===== src/rtl/rps_pkg.sv =====
// ---------------------------------------------------------------------------
// rps_pkg
// Shared encodings for the rock-paper-scissors match controller:
//   - player move codes (2 bits, 11 = invalid / no move)
//   - round / match winner codes (2 bits)
//   - FSM state encoding of the match controller
// A small helper function captures the "which move beats which" rule so the
// judge logic reads as a plain rule list.
// ---------------------------------------------------------------------------
package rps_pkg;

    // Player move encodings
    localparam logic [1:0] MOVE_ROCK     = 2'b00;
    localparam logic [1:0] MOVE_PAPER    = 2'b01;
    localparam logic [1:0] MOVE_SCISSORS = 2'b10;
    localparam logic [1:0] MOVE_INVALID  = 2'b11;

    // Winner encodings, shared by round_winner and match_winner
    localparam logic [1:0] WIN_TIE  = 2'b00;
    localparam logic [1:0] WIN_P1   = 2'b01;
    localparam logic [1:0] WIN_P2   = 2'b10;
    localparam logic [1:0] WIN_NONE = 2'b00;

    // Match controller FSM states; the three unused codes fall back to IDLE
    typedef enum logic [2:0] {
        ST_IDLE       = 3'b000,
        ST_COLLECT    = 3'b001,
        ST_JUDGE      = 3'b010,
        ST_REPORT     = 3'b011,
        ST_MATCH_OVER = 3'b100
    } state_t;

    // True when move a defeats move b. Both moves must be legal (not 11).
    function automatic logic beats(input logic [1:0] a, input logic [1:0] b);
        return ((a == MOVE_ROCK)     && (b == MOVE_SCISSORS)) ||
               ((a == MOVE_PAPER)    && (b == MOVE_ROCK))     ||
               ((a == MOVE_SCISSORS) && (b == MOVE_PAPER));
    endfunction

endpackage


===== src/rtl/rps_judge.sv =====
// ---------------------------------------------------------------------------
// rps_judge
// Purely combinational round resolution.
// Ports:
//   p1_move  in  2  player 1 move (00 rock, 01 paper, 10 scissors, 11 invalid)
//   p2_move  in  2  player 2 move
//   winner   out 2  00 tie, 01 player 1, 10 player 2
// Rules: equal moves tie (including two invalid moves); a single invalid
// move loses; otherwise the classic beats relation decides.
// ---------------------------------------------------------------------------
module rps_judge
    import rps_pkg::*;
(
    input  logic [1:0] p1_move,
    input  logic [1:0] p2_move,
    output logic [1:0] winner
);

    // NOTE: every signal written in an always_comb gets a default on entry so
    // no path leaves it unassigned; a missing default would infer a latch.
    always_comb begin
        winner = WIN_TIE;
        if (p1_move == p2_move) begin
            winner = WIN_TIE;
        end else if (p1_move == MOVE_INVALID) begin
            winner = WIN_P2;
        end else if (p2_move == MOVE_INVALID) begin
            winner = WIN_P1;
        end else if (beats(p1_move, p2_move)) begin
            winner = WIN_P1;
        end else begin
            winner = WIN_P2;
        end
    end

endmodule


===== src/rtl/rps_match_controller.sv =====
// ---------------------------------------------------------------------------
// rps_match_controller
// Runs a rock-paper-scissors match between two players: collects one move
// from each player with a valid/ready handshake, judges the round, keeps the
// score and declares a match winner once a player reaches TARGET_WINS.
//
// Parameters:
//   TARGET_WINS     round wins that end a match (1..7)
//   TIMEOUT_CYCLES  cycles allowed in COLLECT before missing moves forfeit (1..255)
//
// Ports:
//   clk              in   1  rising-edge clock
//   reset            in   1  asynchronous, active-high reset
//   start            in   1  level: starts a match from IDLE, releases MATCH_OVER when low
//   abort            in   1  cancels the match in progress
//   p1_valid/p2_valid in  1  player move offered
//   p1_move/p2_move  in   2  offered move
//   p1_ready/p2_ready out 1  controller will capture that player's move
//   round_winner     out  2  result of the last judged round
//   round_done       out  1  one-cycle pulse per resolved round (REPORT state)
//   p1_score/p2_score out 3  round wins in the current match
//   round_count      out  8  resolved rounds including ties (saturating)
//   match_done       out  1  high in MATCH_OVER only
//   match_winner     out  2  01 P1, 10 P2, 00 while undecided
//   state            out  3  current FSM state
// ---------------------------------------------------------------------------
module rps_match_controller
    import rps_pkg::*;
#(
    parameter int TARGET_WINS    = 2,
    parameter int TIMEOUT_CYCLES = 255
) (
    input  logic       clk,
    input  logic       reset,
    input  logic       start,
    input  logic       abort,
    input  logic       p1_valid,
    input  logic       p2_valid,
    input  logic [1:0] p1_move,
    input  logic [1:0] p2_move,
    output logic       p1_ready,
    output logic       p2_ready,
    output logic [1:0] round_winner,
    output logic       round_done,
    output logic [2:0] p1_score,
    output logic [2:0] p2_score,
    output logic [7:0] round_count,
    output logic       match_done,
    output logic [1:0] match_winner,
    output logic [2:0] state
);

    localparam logic [2:0] TARGET     = 3'(TARGET_WINS);
    localparam logic [7:0] TIMER_LAST = 8'(TIMEOUT_CYCLES - 1);

    // Registered state and its next-state values
    state_t     state_q, state_d;
    logic       p1_captured_q, p1_captured_d;
    logic       p2_captured_q, p2_captured_d;
    logic [1:0] p1_move_q, p1_move_d;
    logic [1:0] p2_move_q, p2_move_d;
    logic [7:0] timer_q, timer_d;
    logic [2:0] p1_score_q, p1_score_d;
    logic [2:0] p2_score_q, p2_score_d;
    logic [7:0] round_count_q, round_count_d;
    logic [1:0] round_winner_q, round_winner_d;
    logic [1:0] match_winner_q, match_winner_d;

    logic       p1_capture;
    logic       p2_capture;
    logic [1:0] p1_effective;
    logic [1:0] p2_effective;
    logic [1:0] judge_winner;

    // Handshake: ready depends only on registered state, never on inputs
    assign p1_ready   = (state_q == ST_COLLECT) && !p1_captured_q;
    assign p2_ready   = (state_q == ST_COLLECT) && !p2_captured_q;
    assign p1_capture = p1_valid && p1_ready;
    assign p2_capture = p2_valid && p2_ready;

    // A player who never delivered a move plays as "invalid" and forfeits
    assign p1_effective = p1_captured_q ? p1_move_q : MOVE_INVALID;
    assign p2_effective = p2_captured_q ? p2_move_q : MOVE_INVALID;

    rps_judge u_judge (
        .p1_move (p1_effective),
        .p2_move (p2_effective),
        .winner  (judge_winner)
    );

    // Next-state and datapath update logic
    always_comb begin
        state_d        = state_q;
        p1_captured_d  = p1_captured_q;
        p2_captured_d  = p2_captured_q;
        p1_move_d      = p1_move_q;
        p2_move_d      = p2_move_q;
        timer_d        = timer_q;
        p1_score_d     = p1_score_q;
        p2_score_d     = p2_score_q;
        round_count_d  = round_count_q;
        round_winner_d = round_winner_q;
        match_winner_d = match_winner_q;

        case (state_q)
            ST_IDLE: begin
                // abort held in IDLE keeps a new match from starting
                if (start && !abort) begin
                    p1_score_d     = '0;
                    p2_score_d     = '0;
                    round_count_d  = '0;
                    match_winner_d = WIN_NONE;
                    p1_captured_d  = 1'b0;
                    p2_captured_d  = 1'b0;
                    timer_d        = '0;
                    state_d        = ST_COLLECT;
                end
            end

            ST_COLLECT: begin
                timer_d = timer_q + 8'd1;
                if (p1_capture) begin
                    p1_captured_d = 1'b1;
                    p1_move_d     = p1_move;
                end
                if (p2_capture) begin
                    p2_captured_d = 1'b1;
                    p2_move_d     = p2_move;
                end
                // Uses the updated flags so a capture on this edge counts
                if ((p1_captured_d && p2_captured_d) || (timer_q == TIMER_LAST)) begin
                    state_d = ST_JUDGE;
                end
            end

            ST_JUDGE: begin
                round_winner_d = judge_winner;
                if (judge_winner == WIN_P1) begin
                    p1_score_d = p1_score_q + 3'd1;
                end else if (judge_winner == WIN_P2) begin
                    p2_score_d = p2_score_q + 3'd1;
                end
                if (round_count_q != 8'hFF) begin
                    round_count_d = round_count_q + 8'd1;
                end
                state_d = ST_REPORT;
            end

            ST_REPORT: begin
                if (p1_score_q == TARGET) begin
                    match_winner_d = WIN_P1;
                    state_d        = ST_MATCH_OVER;
                end else if (p2_score_q == TARGET) begin
                    match_winner_d = WIN_P2;
                    state_d        = ST_MATCH_OVER;
                end else begin
                    p1_captured_d = 1'b0;
                    p2_captured_d = 1'b0;
                    timer_d       = '0;
                    state_d       = ST_COLLECT;
                end
            end

            ST_MATCH_OVER: begin
                if (!start) begin
                    state_d = ST_IDLE;
                end
            end

            default: begin
                state_d = ST_IDLE;
            end
        endcase

        // Abort overrides everything above: the round in flight is dropped
        // without touching the score, and the match result is withdrawn.
        if (abort && (state_q != ST_IDLE)) begin
            state_d        = ST_IDLE;
            p1_captured_d  = 1'b0;
            p2_captured_d  = 1'b0;
            p1_score_d     = p1_score_q;
            p2_score_d     = p2_score_q;
            round_count_d  = round_count_q;
            round_winner_d = round_winner_q;
            match_winner_d = WIN_NONE;
        end
    end

    // State register
    // NOTE: sequential blocks use non-blocking assignments only, so every
    // register samples the values from before the edge regardless of order.
    always_ff @(posedge clk or posedge reset) begin
        if (reset) begin
            state_q <= ST_IDLE;
        end else begin
            state_q <= state_d;
        end
    end

    // Datapath registers
    always_ff @(posedge clk or posedge reset) begin
        if (reset) begin
            p1_captured_q  <= 1'b0;
            p2_captured_q  <= 1'b0;
            p1_move_q      <= MOVE_ROCK;
            p2_move_q      <= MOVE_ROCK;
            timer_q        <= '0;
            p1_score_q     <= '0;
            p2_score_q     <= '0;
            round_count_q  <= '0;
            round_winner_q <= WIN_TIE;
            match_winner_q <= WIN_NONE;
        end else begin
            p1_captured_q  <= p1_captured_d;
            p2_captured_q  <= p2_captured_d;
            p1_move_q      <= p1_move_d;
            p2_move_q      <= p2_move_d;
            timer_q        <= timer_d;
            p1_score_q     <= p1_score_d;
            p2_score_q     <= p2_score_d;
            round_count_q  <= round_count_d;
            round_winner_q <= round_winner_d;
            match_winner_q <= match_winner_d;
        end
    end

    assign round_winner = round_winner_q;
    assign round_done   = (state_q == ST_REPORT);
    assign p1_score     = p1_score_q;
    assign p2_score     = p2_score_q;
    assign round_count  = round_count_q;
    assign match_done   = (state_q == ST_MATCH_OVER);
    assign match_winner = match_winner_q;
    assign state        = state_q;

endmodule


===== config.mk =====
export PLATFORM = sky130hd
export DESIGN_NAME = rps_match_controller
export DESIGN_NICKNAME = d
export VERILOG_FILES = /design/src/rtl/rps_pkg.sv /design/src/rtl/rps_judge.sv /design/src/rtl/rps_match_controller.sv
export SDC_FILE = /design/constraint.sdc
export NUM_CORES = 1
export LEC_CHECK = 0
export CORE_MARGIN = 3
export CORE_UTILIZATION = 30
export DETAILED_ROUTE_END_ITERATION = 8
export PLACE_DENSITY = 0.5
export REMOVE_ABC_BUFFERS = 1
export SETUP_SLACK_MARGIN = 0.4
export SLEW_MARGIN = 20
export SYNTH_ARGS = -nofsm -noshare
export SYNTH_HDL_FRONTEND = slang
export SYNTH_SLANG_ARGS = --single-unit

===== constraint.sdc =====
create_clock -name clk -period 5.5 [get_ports clk]
set_input_delay 1.1 -clock clk [delete_from_list [all_inputs] [get_ports clk]]
set_output_delay 1.1 -clock clk [all_outputs]
set_load 0.1 [all_outputs]

==> implementation parameters <==
Parameter                              Value

Routing
  Detail-routed net length per standard cell    15.9 um
  Initial DRC count    104
  First-pass DRT Iterations    4
  Detail Route Antenna Nets    0
  Total detailed-routing wirelength    5.29 mm
  Via-to-Cell Ratio    5.44
  Vias    1807
  Drt drc    0

Finish
  Most common cell after layout, fill and taps aside    dfrtp_1
  Synthesis-to-layout area growth    22.4%
  Antenna diode count    0
  Ratio of cells with drive above 1 in the final layout    0.0784
  Post-layout nets    271
  Most frequent cells in the layout    dfrtp_1, clkdlybuf4s50_1, nand2_1
  Utilization after layout    0.390
  Non-filler cells, final    332
  Fill cells    671

Power and ir drop
  Maximum vdd drop    282 uV
  Proportion of power drawn by flip-flops and latches    0.335
  Sw Share    0.519
  Static Leakage    1.04 nW
  Switching power    611 uW
  Fraction of power consumed by the clock network    0.157
  Internal power    565 uW
  Part of the total power dissipated in combinational logic    0.509
  Power Density    462 nW/um2

Yosys
  Number of flops mapped to enable cells by yosys    0
  Post-synthesis cell count    225
  Asr flop ratio synth    1.00
  Synth Area per Inst    9.24 um2
  Warning count from the yosys run    0
  Register bit total from synthesis    35
  Summed instance area of the synthesized netlist    2080 um2
  Sequential area share after synthesis    0.421
  Count of unique library cells instantiated by Yosys    44
  Main synth FF type    dfrtp_1

Floorplanning
  Core Area    6530 um2
  Starting utilization of the core area    0.318
  I/O pin count    35
  Die Area    7970 um2
  Width of the die    89.3 um
  Die span in y    89.3 um
  Row cnt    29

Setup path
  Required time at the endpoint of the critical path    4.40 ns
  Critical Setup Path Class    flip-flop to primary output
  CP arrival    2.77 ns
  Crit start category    flip-flop
  Capturing element type of the critical path    primary output
  Critical path peak fanout    13

STA
  Number of max-slew violations in the final report    0
  Final period util    0.704
  FMAX    258 MHz
  Slew at the pin closest to its max-slew limit    0.995 ns
  Clock Skew    0.00823 ns
  Setup repair after global routing missed its margin    no
  Min Clock Period, post-route    3.87 ns
  Post-Route Setup TNS    0 ns
  Final number of setup-violating endpoints    0
  Count of final hold-check violations    0
  Rel. slew slack    0.335

Clocking
  Number of buffers on the longest clock path    2
  Num CTS Buffers    5
  Cts hold-fix bufs    0
  Number of buffers inserted by post-CTS setup repair    0
  Number of levels in the clock H-tree    2
  Total number of clock tree sinks    35
  CTS tree    built
  CTS-repair resized insts    0
  Clock network latency to the later pin of the worst-skew pair    0.29 ns
  Cell chosen for the clock root    clkbuf_8
  Clock transition at path regs    0.07 ns

Global routing
  Aggregate global routing overflow    0
  Initial antenna violation count    0
  Pin count of the biggest net entering global routing    36
  GRT Total Usage    0.139
  Vias in the first global route    1660
  First-pass GRT wire length    8.53 mm

Place
  Port buffer count    34
  DPL Wire Length    3.64 mm
  # placed instances    324
  Final Wtd Congestion    0.764

Status
  Outcome    complete, no violations

Job
  Max-cap viol count    0

Min path
  Hold Path Class    flip-flop to flip-flop
[registers in the layout, indices dropped and copies added (netlist names), 3 cells and up]
name and cells:
p1_score 3, timer_q 8, p2_score 3, round_count 8, state 3
[worst paths after layout]
path / from / end / slack (ns) / cells past startpoint
min reg2reg: match_winner[1]$_DFFE_PP0P_ / match_winner[1]$_DFFE_PP0P_ / 0.54 / 2
min in group asynchronous: reset / match_winner[1]$_DFFE_PP0P_ / 1.21 / 3
min: match_winner[1]$_DFFE_PP0P_ / match_winner[1]$_DFFE_PP0P_ / 0.54 / 2
max in group asynchronous: reset / p2_captured_q$_DFFE_PP0P_ / 3.93 / 3
max reg2reg: state[1]$_DFFE_PP0P_ / round_count[3]$_DFFE_PP0P_ / 3.24 / 4
max: state[0]$_DFFE_PP0P_ / p1_ready / 1.63 / 3
[layout make-up]
type / instances / area [um2] / share of cell area
Multi-Input combinational cell: 170 / 1120 / 0.439
Timing Repair Buffer: 35 / 348 / 0.137
Clock inverter: 1 / 5.00 / 0.00197
Inverter: 7 / 26.3 / 0.0103
Sequential cell: 35 / 876 / 0.344
Clock buffer: 7 / 76.3 / 0.0300
Tap cell: 77 / 96.3 / 0.0379
[power by group through the flow]
stage          Sequential (mW)  Combinational (mW)  Clock [mW]
6_report                 0.394               0.598       0.184
4_1_cts                  0.393               0.602       0.191
2_1_floorplan            0.535               0.302           0
3_3_place_gp             0.397               0.598           0
3_5_place_dp             0.397               0.599           0
5_1_grt                  0.407               0.639       0.204
[cells in the mapped netlist, types with 3 or more instances]
cell type	number	area, um2
o31ai_1	4	30.0
nand2b_1	7	43.8
a211oi_1	3	22.5
nor2b_1	3	18.8
a21oi_1	13	65.1
o21ai_0	13	65.1
or4_1	5	37.5
and3_1	3	18.8
nor2_1	9	33.8
inv_1	7	26.3
nand4_1	3	18.8
nand3_1	18	90.1
mux2i_1	10	100
or3_1	3	18.8
ha_1	7	87.6
mux2_2	6	67.6
nor3b_1	3	22.5
nor3_1	3	15.0
nand2_1	23	86.3
nand3b_1	6	45.0
dfrtp_1	35	876
buf_2	3	15.0
clkbuf_1	8	30.0
[metrics by stage]
stage               power, mW  setup WS (ns)  hold WS (ns)  instance area (um2)
floorplan               0.837           1.02         0.516                 2020
global placement        0.995           2.01         0.522                 2460
detailed placement      0.996           1.97         0.517                 2460
CTS                      1.19           1.63         0.544                 2540
global route             1.25           1.52         0.561                 2540
finish                   1.18           1.63         0.543                 2540
[kinds of logic after synthesis]
kind of cell               Yosys count  synth area share
xor gates and xnor gates             1           0.00421
AOI/OAI and AO/OA                   48             0.146
buffers and inverters               20            0.0415
muxes                               16            0.0806
and+or+nand+nor                     98             0.264
adders and majority gates            7            0.0421
DFF                                 35             0.421
[per-layer routing]
layer / vias up / share of wire / track usage
li1: 885 / - / -
met1: 869 / 0.51 / 0.203
met2: 45 / 0.42 / 0.203
met3: 8 / 0.047 / 0.0286
met4: 0 / 0.016 / 0.0474
met5: - / 0 / 0
[worst max-delay path: stages (launching register included)]
cell and delay, ns:
dfrtp_1 0.59, or3b_2 0.56, nor2_1 0.17, clkdlybuf4s50_1 1.16
(Power assumes the default switching activity.)
==> RTL edit, RTL diff (config.mk and constraints unchanged) <==
Put one more register stage on the output `round_count`, cleared by the reset. The value now appears one clock later. The other outputs are not delayed to match.
--- a/src/rtl/rps_match_controller.sv
+++ b/src/rtl/rps_match_controller.sv
@@ -228,7 +228,13 @@
     assign round_done   = (state_q == ST_REPORT);
     assign p1_score     = p1_score_q;
     assign p2_score     = p2_score_q;
-    assign round_count  = round_count_q;
+    always_ff @(posedge clk or posedge reset) begin
+        if (reset) begin
+            round_count <= '0;
+        end else begin
+            round_count <= round_count_q;
+        end
+    end
     assign match_done   = (state_q == ST_MATCH_OVER);
     assign match_winner = match_winner_q;
     assign state        = state_q;
Formal check against the unedited RTL: not equivalent (a bounded check fails within 4 cycles, from zero or initial values and one cycle with reset high).
==> RTL edit against the unedited design <==
Wire length shrank 11%. Final area grew 7.0%. Via count shrank 8.7%. Sequential cell count grew 8. Total power grew 11%. Combinational power is essentially flat. Synthesized area grew 4.9%. Setup slack gained 150 ps. Critical path type unchanged.
==> RTL edit: results (changes against the unedited design) <==
metric,value,unit,change
ys async rst share,1.00,,unchanged
DR iter-0 viols,98,,-5.8%
antenna fix cells,0,,unchanged
antenna violations before repair,0,,unchanged
Netlist cell types,50,,+14%
peak supply drop,126,uV,-55%
sequential share of the synthesized area,0.493,,+0.0722
vias per std cell,4.70,,-14%
Fillers,739,,+10%
DP Area,0.00261,mm^2,+5.8%
Worst Reg-to-Reg Cells,5,,+1
DRT Pass-1 Iters,4,,unchanged
vias in the first global route,1653,,-0.42%
switching share of total power,0.471,,-0.0486
Worst Setup EP,p2_ready,,
DR WL met3,166,um,-33%
total track usage,0.123,,-0.0161
CTS H-tree depth,2,,unchanged
crit path max fanout,16,,+3
skew final,2.08,ps,-6.15 ps
most frequent cells after synthesis,"dfrtp_1 (43), nand2_1 (26), nor2_1 (20), o21ai_0 (13), inv_1 (12)",,
post-DP HPWL,3.41,mm,-6.5%
outcome,finished clean,,
r2r setup slk,3430,ps,+190 ps
layout cells sized above 1,0.0863,,+0.00784
worst slew pin tran,996,ps,+1.01 ps
main area contributors after synthesis,"dfrtp_1 (49%), nand2_1 (4.5%), ha_1 (4.0%), nor2_1 (3.4%), o21ai_0 (3.0%)",,
CTS root buf,clkbuf_8,,
crit path DAT,2620,ps,-150 ps
reg-to-reg endpoint,round_count_q[0]$_DFFE_PP0P_,,
met1 WL,2.45,mm,-9.9%
DR WL met2,2.00,mm,-11%
pin count of the biggest net entering global routing,44,,+22%
Leak,1.18,nW,+14%
first-pass GRT wire length,8.36,mm,-1.9%
gpl congestion,0.778,,+1.9%
final WL,4.69,mm,-11%
[RTL edit: changes by cell type after synthesis, sizes merged, moves of 5 or more]
| cell | change |
|---|---|
| xor2 | +6 |
| nor2 | +11 |
| nand3b | -5 |
| inv | +5 |
| mux2i | -8 |
| dfrtp | +8 |
| or4 | -5 |
| nand3 | -8 |
| a21oi | -6 |
[RTL edit: power groups by stage]
stage	combinational [mW]	sequential [mW]	clock, mW
floorplan	0.294	0.615	0
global placement	0.600	0.458	0
detailed placement	0.601	0.459	0
CTS	0.603	0.453	0.267
global route	0.638	0.466	0.281
finish	0.597	0.452	0.256
[RTL edit: stage by stage]
stage	setup WS (ps)	util	instances
6_report	1780	0.394	351
4_1_cts	1750	0.394	351
5_1_grt	1630	0.394	351
2_1_floorplan	1050	-	212
3_5_place_dp	2080	0.377	343
3_3_place_gp	2130	0.377	343
[RTL edit: worst min-delay path by stage]
| stage | from | end | slack [ps] | cells past startpoint |
|---|---|---|---|---|
| 2_1_floorplan | round_count_q[6]$_DFFE_PP0P_ | round_count[6]$_DFF_PP0_ | 390 | 0 |
| 3_3_place_gp | round_count_q[6]$_DFFE_PP0P_ | round_count[6]$_DFF_PP0_ | 410 | 0 |
| 3_5_place_dp | round_count_q[7]$_DFFE_PP0P_ | round_count[7]$_DFF_PP0_ | 420 | 0 |
| 4_1_cts | round_count_q[7]$_DFFE_PP0P_ | round_count[7]$_DFF_PP0_ | 440 | 0 |
| 5_1_grt | round_count_q[6]$_DFFE_PP0P_ | round_count[6]$_DFF_PP0_ | 450 | 0 |
| 6_report | round_count_q[6]$_DFFE_PP0P_ | round_count[6]$_DFF_PP0_ | 430 | 0 |
[RTL edit: per-layer routing]
metal,up-vias,GRT usage
met1,775,0.176
met3,6,0.0290
li1,844,-
met2,25,0.181
met5,-,0
met4,0,0.0415
[RTL edit: logic make-up (layout without fill, tap and decap cells)]
| kind of cell | after synthesis | in the layout | share of synthesized area |
|---|---|---|---|
| compound gates | 41 | 41 | 0.125 |
| xor+xnor | 11 | 11 | 0.0442 |
| fa+ha+maj | 7 | 7 | 0.0402 |
| buf+inv | 19 | 55 | 0.0402 |
| flops | 43 | 43 | 0.493 |
| mux | 7 | 7 | 0.0350 |
| simple gates | 91 | 91 | 0.222 |
[RTL edit: critical path, delay by kind of cell (launching register included)]
kind | cells | cell delay (ps)
buffers and inverters | 1 | 1160
AND/OR/NAND/NOR | 3 | 630
flip-flops | 1 | 540
[RTL edit: area by class of cell]
cell class                      count  area share
Tap cell                           96      0.0441
Clock buffer                        6      0.0303
Inverter                           12      0.0165
Clock inverter                      2      0.0129
Multi-Input combinational cell    157       0.373
Timing Repair Buffer               35       0.128
Sequential cell                    43       0.395
